`config.mk`:
```
export PLATFORM = sky130hd
export DESIGN_NAME = video_sig_recover
export DESIGN_NICKNAME = d
export VERILOG_FILES = /design/src/rtl/video_sig_recover.sv
export SDC_FILE = /design/constraint.sdc
export NUM_CORES = 1
export LEC_CHECK = 0
export ABC_AREA = 0
export BUFFER_PORTS_ARGS = -buffer_cell sky130_fd_sc_hd__buf_2
export CORE_MARGIN = 10
export CORE_UTILIZATION = 60
export DETAILED_ROUTE_END_ITERATION = 16
export PLACE_DENSITY = 0.9
export SYNTH_ARGS = -nofsm -noshare
export SYNTH_HDL_FRONTEND = slang
export SYNTH_SLANG_ARGS = --single-unit
export TNS_END_PERCENT = 20
```
`constraint.sdc`:
```
create_clock -name pixel_clk_in -period 8.9 [get_ports pixel_clk_in]
set_input_delay 0.89 -clock pixel_clk_in [delete_from_list [all_inputs] [get_ports pixel_clk_in]]
set_output_delay 0.89 -clock pixel_clk_in [all_outputs]
set_load 0.01 [all_outputs]
```
`src/rtl/video_sig_recover.sv`:
```
`default_nettype none
// ---------------------------------------------------------------------------
// video_sig_recover : regenerates active-region coordinates, new-frame pulse
//                     and frame count from a raw hs/vs/ad stream; reports lock
// Revision 1.0 - initial release
// ---------------------------------------------------------------------------
module video_sig_recover #(
   parameter int ACTIVE_H_PIXELS = 1280,
   parameter int ACTIVE_LINES    = 720,
   parameter int FPS             = 60,
   parameter int LOCK_FRAMES     = 2,
   localparam int HW = $clog2(ACTIVE_H_PIXELS + 1),
   localparam int VW = $clog2(ACTIVE_LINES + 1)
) (
   input  logic          pixel_clk_in,
   input  logic          rst_in,
   input  logic          hs_in,
   input  logic          vs_in,
   input  logic          ad_in,
   output logic [HW-1:0] hcount_out,
   output logic [VW-1:0] vcount_out,
   output logic          de_out,
   output logic          nf_out,
   output logic [5:0]    fc_out,
   output logic          locked_out,
   output logic          err_out
);

   localparam int GW = $clog2(LOCK_FRAMES + 1);
   localparam logic [HW-1:0] C_H_MAX  = HW'(ACTIVE_H_PIXELS);
   localparam logic [HW-1:0] C_H_LAST = HW'(ACTIVE_H_PIXELS - 1);
   localparam logic [VW-1:0] C_V_MAX  = VW'(ACTIVE_LINES);
   localparam logic [5:0]    C_FC_MAX = 6'(FPS - 1);
   localparam logic [GW-1:0] C_LOCK_N = GW'(LOCK_FRAMES);

   typedef enum logic [1:0] {
      ST_UNLOCKED = 2'd0,
      ST_SYNCING  = 2'd1,
      ST_LOCKED   = 2'd2
   } state_t;

   state_t        state_q, state_d;
   logic          hs_p_q, hs_p_d, vs_p_q, vs_p_d, ad_p_q, ad_p_d;
   logic [HW-1:0] hcount_q, hcount_d;
   logic [VW-1:0] vcount_q, vcount_d;
   logic          de_q, de_d, nf_q, nf_d, locked_q, locked_d, err_q, err_d;
   logic          bad_q, bad_d;
   logic [5:0]    fc_q, fc_d;
   logic [GW-1:0] good_q, good_d;

   logic w_vs_rise, w_hs_rise, w_ad_rise, w_ad_fall, w_frame_good;
   logic [5:0] w_fc_inc;

   assign w_vs_rise = vs_in & ~vs_p_q;
   assign w_hs_rise = hs_in & ~hs_p_q;
   assign w_ad_rise = ad_in & ~ad_p_q;
   assign w_ad_fall = ~ad_in & ad_p_q;
   assign w_fc_inc  = (fc_q == C_FC_MAX) ? 6'd0 : fc_q + 6'd1;

   always_comb begin
      state_d  = state_q;
      hs_p_d   = hs_in;
      vs_p_d   = vs_in;
      ad_p_d   = ad_in;
      hcount_d = hcount_q;
      vcount_d = vcount_q;
      de_d     = ad_in;
      nf_d     = 1'b0;
      err_d    = 1'b0;
      locked_d = locked_q;
      bad_d    = bad_q;
      fc_d     = fc_q;
      good_d   = good_q;

      // Line-level bookkeeping for the frame in progress
      if (ad_in && ad_p_q && (hcount_q != C_H_MAX)) begin
         hcount_d = hcount_q + 1'b1;
         if (hcount_d == C_H_MAX) bad_d = 1'b1;
      end
      if (w_ad_fall) begin
         if (hcount_q != C_H_LAST) bad_d = 1'b1;
         if (vcount_q != C_V_MAX) vcount_d = vcount_q + 1'b1;
      end
      if (w_hs_rise && ad_in) bad_d = 1'b1;

      w_frame_good = ~bad_d && (vcount_d == C_V_MAX);

      // Frame boundary is resolved before any coincident ad rise
      if (w_vs_rise) begin
         nf_d     = 1'b1;
         vcount_d = '0;
         bad_d    = 1'b0;
         case (state_q)
            ST_UNLOCKED: begin
               state_d = ST_SYNCING;
               good_d  = '0;
            end
            ST_SYNCING: begin
               if (w_frame_good) begin
                  good_d = good_q + 1'b1;
                  if (good_d == C_LOCK_N) begin
                     state_d  = ST_LOCKED;
                     locked_d = 1'b1;
                     fc_d     = w_fc_inc;
                  end
               end else begin
                  err_d  = 1'b1;
                  good_d = '0;
               end
            end
            ST_LOCKED: begin
               fc_d = w_fc_inc;
               if (!w_frame_good) begin
                  err_d    = 1'b1;
                  locked_d = 1'b0;
                  state_d  = ST_UNLOCKED;
               end
            end
            default: state_d = ST_UNLOCKED;
         endcase
      end

      if (w_ad_rise) begin
         hcount_d = '0;
         if (vcount_d == C_V_MAX) bad_d = 1'b1;
      end
   end

   always_ff @(posedge pixel_clk_in or posedge rst_in) begin
      if (rst_in) begin
         state_q  <= ST_UNLOCKED;
         hs_p_q   <= 1'b0;
         vs_p_q   <= 1'b0;
         ad_p_q   <= 1'b0;
         hcount_q <= '0;
         vcount_q <= '0;
         de_q     <= 1'b0;
         nf_q     <= 1'b0;
         err_q    <= 1'b0;
         locked_q <= 1'b0;
         bad_q    <= 1'b0;
         fc_q     <= '0;
         good_q   <= '0;
      end else begin
         state_q  <= state_d;
         hs_p_q   <= hs_p_d;
         vs_p_q   <= vs_p_d;
         ad_p_q   <= ad_p_d;
         hcount_q <= hcount_d;
         vcount_q <= vcount_d;
         de_q     <= de_d;
         nf_q     <= nf_d;
         err_q    <= err_d;
         locked_q <= locked_d;
         bad_q    <= bad_d;
         fc_q     <= fc_d;
         good_q   <= good_d;
      end
   end

   assign hcount_out = hcount_q;
   assign vcount_out = vcount_q;
   assign de_out     = de_q;
   assign nf_out     = nf_q;
   assign fc_out     = fc_q;
   assign locked_out = locked_q;
   assign err_out    = err_q;

endmodule
`default_nettype wire

```
Yosys cells after proc, flatten, opt, wreduce, memory -nomap -nowiden
Index checks and enable logic that the tools add are counted.
{ "totals": {"register_bits": 38, "output_inout_bits": 31, "elab_cells": 82, "in_bits": 5} }
{ "op_classes": {"n_bitwise": 9, "addsub": 4, "eq_ne": 13, "n_mux": 31, "n_reduce_logical": 13} }
{ "op_table": {"columns": ["operator", "n"], "rows": [
  ["$mux 10", 3],
  ["$mux 11", 2],
  ["$ne 11x11->1 const B", 2],
  ["$eq 10x10->1 const B", 2],
  ["$mux 6", 3],
  ["$mux 1", 15],
  ["$pmux 6 s2", 1],
  ["$add 11x1->11 const B", 1],
  ["$eq 11x11->1 const B", 1],
  ["$add 10x1->10 const B", 1],
  ["$ne 10x10->1 const B", 1],
  ["$mux 2", 4],
  ["$reduce_and 4->1", 2],
  ["$add 6x1->6 const B", 1],
  ["$eq 6x6->1 const B", 1],
  ["$ne 2x2->1 const B", 3],
  ["$pmux 2 s3", 1],
  ["$reduce_bool 2->1", 3],
  ["$not 1->1", 5],
  ["$reduce_and 5->1", 1],
  ["$and 1x1->1", 4],
  ["$eq 2x2->1 const B", 2],
  ["$logic_and 1x1->1", 4],
  ["$pmux 2 s2", 1],
  ["6 further kinds", 6]
]} }

Depth between registers and ports, before layout
{ "logic_depth": {"word_depth": 12, "depth_mapped": 10, "mapped_depth_nobuf": 9} }

Worst setup path after synthesis
OpenSTA, ideal clock, no wires.
{ "synth_path": {"path_type": "input to register", "from": "input ad_in", "to": "register state_q[0]", "required_time_ns": 8.775, "arrival_time_ns": 2.845, "setup_ns": 0.125, "n_path_buf": 2, "slack_ns": 5.930, "path_stages": 9, "cell_sequence": "clkbuf_1 > nand2_1 > a31o_2 > a2111oi_2 > a21oi_1 > and4_1 > buf_2 > a211oi_2 > mux2_2"} }
{ "synth_between": {"elab_chain_len": 10, "elab_cells_between_ends": 16, "cone_classes": "eq/ne (3); mux (5); bitwise (3); reduce/logical (5)"} }
{ "synth_rtl": {"columns": ["item", "line_no", "source"], "rows": [
  ["from (decl)", "19", "input logic ad_in,"],
  ["$logic_and 1x1->1 (2 in a row)", "76", "if (ad_in && ad_p_q && (hcount_q != C_H_MAX)) begin"],
  ["$mux 1", "76", null],
  ["$mux 1", "81", "if (hcount_q != C_H_LAST) bad_d = 1'b1;"],
  ["$mux 1", "80", "if (w_ad_fall) begin"],
  ["$mux 1", "84", "if (w_hs_rise && ad_in) bad_d = 1'b1;"],
  ["$not 1->1", "86", "w_frame_good = ~bad_d && (vcount_d == C_V_MAX);"],
  ["$logic_and 1x1->1 (*)", "86", null],
  ["$ne 2x2->1 (no line)", null, null],
  ["$reduce_and 4->1 (no line) (*)", null, null],
  ["to (signal assigned)", "145", "state_q <= state_d;"],
  ["to (decl)", "42", "state_t state_q, state_d;"]
]} }
Mark *: on every way between the ends. The rest lies on a longest branch, timed or not.
A chain may end at the register's enable or synchronous reset.

Worst setup path after layout
{ "layout_path": {"from": "register hcount_q[1], in the netlist hcount_out[1]", "to": "register fc_q[1], in the netlist fc_out[1]"} }
{ "layout_between": {"elab_chain_len": 11, "elab_cells_between_ends": 14, "cone_classes": "add/sub (1); eq/ne (4); mux (5); bitwise (1); reduce/logical (3)"} }
{ "layout_rtl": {"columns": ["item", "line_no", "source"], "rows": [
  ["from (decl)", "44", "logic [HW-1:0] hcount_q, hcount_d;"],
  ["from (signal assigned)", "149", "hcount_q <= hcount_d;"],
  ["$add 11x1->11", "77", "hcount_d = hcount_q + 1'b1;"],
  ["$eq 11x11->1", "78", "if (hcount_d == C_H_MAX) bad_d = 1'b1;"],
  ["$mux 1", "78", null],
  ["$mux 1", "76", null],
  ["$mux 1", "81", null],
  ["$mux 1 (*)", "80", null],
  ["$mux 1 (*)", "84", null],
  ["$not 1->1 (*)", "86", null],
  ["$logic_and 1x1->1 (*)", "86", null],
  ["$ne 2x2->1 (no line) (*)", null, null],
  ["$reduce_and 4->1 (no line) (*)", null, null],
  ["to (signal assigned)", "142", "fc_q <= '0;"],
  ["to (signal assigned)", "156", "fc_q <= fc_d;"],
  ["to (decl)", "48", "logic [5:0] fc_q, fc_d;"]
]} }
Marked as above.

==> results_dict.tcl <==
set metrics [dict create \
    critical-path-slowest-cell "sky130_fd_sc_hd__or4b_1" \
    cts_setup_buffers 0 \
    row_count 23 \
    adder_cell_share_of_the_synthesized_area_pct 5.079 \
    fin_setup_tns_ns 0 \
    detail_route.wirelength_um 5905 \
    final_critical_path_share_of_the_clock_period_pct 36.36 \
    maxClockFrequency_mhz 309.0 \
    detail_route.wl_per_cell_um 16.92 \
    die_w_um 84.08 \
    syn_area_per_cell_um2 9.091 \
    dr_total_vias 2164 \
    tritoncts_num_sinks 38 \
    grt_max_degree 39 \
    final-hold-violation-count 0 \
    drc 0 \
    power_switching_share_pct 37.11 \
    cts_inserted_buffers 5 \
    ys_async_sr_fraction_pct 100.0 \
    drt.antenna.violating_nets 0 \
    ys_seq_elements 38 \
    netlist_area_um2 2464 \
    timing.max_cap.violations 0 \
    setup_viol 0 \
    total_leakage_power_uw 0.001215 \
    vias_per_cell 6.201 \
    post_synth_inst_count 271 \
    timing.critical_path.required_ns 9.08 \
    finalCriticalPeriod_ns 3.236 \
    timing.critical_path.cells "ha_1 -> nand3_2 -> or4b_1 -> a2111oi_2 -> a21oi_1 -> a41oi_4 -> or2_0 -> mux2_4" \
    dpl_cell_area_um2 2640 \
    die_area_um2 7069 \
    synth_xor_area_share_pct 3.911 \
    number_of_antenna_violations_at_the_first_check_in_global_routing 0 \
    post-dp-hpwl_um 4269 \
    clk_transition_reported_paths_ns 0.07 \
    finish.net_count 315 \
    synth_seq_area_share_pct 38.60 \
    synthDistinctLibCells 61 \
    ios 36 \
    insertion_delay_ns 0.29 \
    synth_top_flop_cell "sky130_fd_sc_hd__dfrtp_1" \
    status "complete, no violations" \
    start_util_pct 61.59 \
    critPathLaunchType "flop" \
    design_power_total_uw 529.6 \
    htree_num_levels 2 \
    post_synth_and_or_nand_nor_area_fraction_pct 24.17 \
    unrepaired_setup_endpoints_after_global_routing "false" \
    yosysWarnings 0 \
    r2r_setup_slack_ns 5.66 \
    grt.total_usage_pct 17.01 \
    cts_buffer_depth 2 \
    crit_arrival_ns 3.41 \
    power.ir.vdd_worst_mv 0.2018 \
    p_int_uw 333.1 \
    power_per_cell_area_nw_per_um2 194.5 \
    finalWeightedCongestion 0.8480 \
    die_height_um 84.08 \
    p_sw_uw 196.5 \
    critical-path-max-stage-delay_ns 0.58 \
    area_growth_syn_to_fin_pct 10.51 \
    post_synth_mux_area_share_pct 2.539 \
    tightestPinTransition_ns 0.5016 \
    setup_cp_type "reg -> reg" \
    p_seq_share_pct 45.5 \
    drt-initial-drc-count 213 \
    dr_pass1_iterations 4 \
    share_comb_of_total_power_pct 32.5 \
    synth_edf_count 0 \
    power.clock.fraction_pct 22.1 \
    cts-resized-gates 0 \
    synth_top_family_by_area "simple AND/OR/NAND/NOR gates" \
    final-max-slew-violation-count 0 \
    grt-ovfl-total 0 \
    first_global_vias 2243 \
    final_design_area_no_fill_um2 2723 \
    critical_path.max_fanout 8 \
    proportion_of_layout_cells_with_a_drive_suffix_above_1_pct 20.40 \
    hold_buffers 0 \
    clock_tree.root_cell "sky130_fd_sc_hd__clkbuf_8" \
    worstSetupEndpointType "flop" \
    synth_compound_gate_area_share_pct 19.71 \
    antennaDiodeCount 0 \
    first_pass_grt_wire_length_um 10290 \
    core_area_um2 4000 \
    finalClockSkew_ns 0.008839 \
    portBuffers 35 \
    worst_hold_path_type "reg -> reg" \
    synthesis.nets 286 \
    cts_tree "built" \
    timing.max_slew.rel_slack_pct 66.35 \
]
## through the flow
stage                     hold WS, ns  setup WS [ns]  utilization [%]  cells
after floorplan                0.4498          5.930                -    271
after global placement         0.4630          5.601            66.00    343
after detailed placement       0.4711          5.509            66.00    343
after CTS                      0.4877          5.666            68.06    349
after global routing           0.5303          5.433            68.06    349
final                          0.4820          5.664            68.06    349
## layout make-up
| class | count | area (µm²) |
|---|---|---|
| Clock buffer | 6 | 82.58 |
| Fill cell | 320 | 1277 |
| Inverter | 21 | 78.83 |
| Multi-Input combinational cell | 198 | 1365 |
| Sequential cell | 38 | 950.9 |
| Tap cell | 50 | 62.56 |
| Timing Repair Buffer | 36 | 182.7 |
## worst max-delay path, delay by kind of cell (launching register included)
kind                       cells  cell delay [ns]
AOI/OAI and AO/OA              3             0.88
adders and majority gates      1             0.29
DFF                            1             0.47
muxes                          1             0.33
and+or+nand+nor                3             1.14
## Yosys cell counts, types with 5 or more instances
library cell | n | area, µm²
sky130_fd_sc_hd__a21oi_1 | 10 | 50.05
sky130_fd_sc_hd__buf_2 | 7 | 35.03
sky130_fd_sc_hd__clkbuf_1 | 6 | 22.52
sky130_fd_sc_hd__dfrtp_1 | 38 | 950.9
sky130_fd_sc_hd__ha_1 | 10 | 125.1
sky130_fd_sc_hd__inv_1 | 20 | 75.07
sky130_fd_sc_hd__nand2_1 | 28 | 105.1
sky130_fd_sc_hd__nand3_1 | 12 | 60.06
sky130_fd_sc_hd__nand4b_1 | 6 | 52.55
sky130_fd_sc_hd__nor2_1 | 21 | 78.83
sky130_fd_sc_hd__nor2b_1 | 5 | 31.28
sky130_fd_sc_hd__nor3_1 | 5 | 25.02
sky130_fd_sc_hd__o21ai_0 | 18 | 90.09
sky130_fd_sc_hd__o22ai_1 | 5 | 31.28
sky130_fd_sc_hd__o31ai_1 | 10 | 75.07
sky130_fd_sc_hd__xnor2_1 | 7 | 61.31
## path summary, 6_finish.rpt
kind | startpoint | end | depth (start not counted)
max in group asynchronous | rst_in | hcount_out[4] | 3
setup reg to reg | hcount_out[1] | fc_out[1] | 8
hold reg to reg | good_q[1] | good_q[1] | 2
setup / recovery | hcount_out[1] | fc_out[1] | 8
min in group asynchronous | rst_in | vcount_out[8] | 3
hold / removal | good_q[1] | good_q[1] | 2
## per-layer routing
layer  vias to the layer above  share of wire, %  track usage (%)
li1                       1030                 -                -
met1                      1048                42            19.91
met2                        73                49            28.15
met3                        13               7.1            5.078
met4                         0               1.9            6.849
met5                         -                 0                0
## cells in the final DEF (no fill, tap or decap), types with 2 or more instances in the layout
| cell | synthesis | final |
|---|---|---|
| sky130_fd_sc_hd__a21oi_1 | 10 | 10 |
| sky130_fd_sc_hd__a22oi_1 | 2 | 2 |
| sky130_fd_sc_hd__a311oi_1 | 2 | 2 |
| sky130_fd_sc_hd__a31oi_1 | 3 | 3 |
| sky130_fd_sc_hd__buf_2 | 7 | 35 |
| sky130_fd_sc_hd__clkbuf_8 | 0 | 6 |
| sky130_fd_sc_hd__dfrtp_1 | 38 | 38 |
| sky130_fd_sc_hd__ha_1 | 10 | 10 |
| sky130_fd_sc_hd__inv_1 | 20 | 20 |
| sky130_fd_sc_hd__mux2_2 | 2 | 2 |
| sky130_fd_sc_hd__mux2_4 | 2 | 2 |
| sky130_fd_sc_hd__nand2_1 | 28 | 28 |
| sky130_fd_sc_hd__nand2b_1 | 3 | 3 |
| sky130_fd_sc_hd__nand3_1 | 12 | 12 |
| sky130_fd_sc_hd__nand4_1 | 4 | 4 |
| sky130_fd_sc_hd__nand4b_1 | 6 | 6 |
| sky130_fd_sc_hd__nor2_1 | 21 | 21 |
| sky130_fd_sc_hd__nor2b_1 | 5 | 5 |
| sky130_fd_sc_hd__nor3_1 | 5 | 5 |
| sky130_fd_sc_hd__nor3b_1 | 2 | 2 |
| sky130_fd_sc_hd__nor4_1 | 4 | 4 |
| sky130_fd_sc_hd__o21ai_0 | 18 | 18 |
| sky130_fd_sc_hd__o22ai_1 | 5 | 5 |
| sky130_fd_sc_hd__o31ai_1 | 10 | 10 |
| sky130_fd_sc_hd__xnor2_1 | 7 | 7 |
| sky130_fd_sc_hd__xor2_1 | 4 | 4 |
## sequential cells by signal, indices dropped and copies added (netlist names)
name        flops
bad_q           1
de_out          1
err_out         1
fc_out          6
good_q          2
hcount_out     11
hs_p_q          1
locked_out      1
nf_out          1
state_q         2
vcount_out     10
vs_p_q          1
## cell families (layout without fill, tap and decap cells)
group | Yosys count | after routing
compound gates | 64 | 64
buf+inv | 35 | 63
xor+xnor | 11 | 11
mux | 5 | 5
simple gates | 108 | 108
fa+ha+maj | 10 | 10
flops | 38 | 38
## power groups by stage
| stage | Clock [µW] | Combinational, µW | Sequential [µW] |
|---|---|---|---|
| finish | 117 | 172 | 241 |
| global route | 129 | 191 | 247 |
| CTS | 120 | 174 | 241 |
| detailed placement | 0 | 174 | 243 |
| global placement | 0 | 163 | 242 |
| floorplan | 0 | 116 | 241 |
No activity file was read; power rests on OpenSTA's default activity.
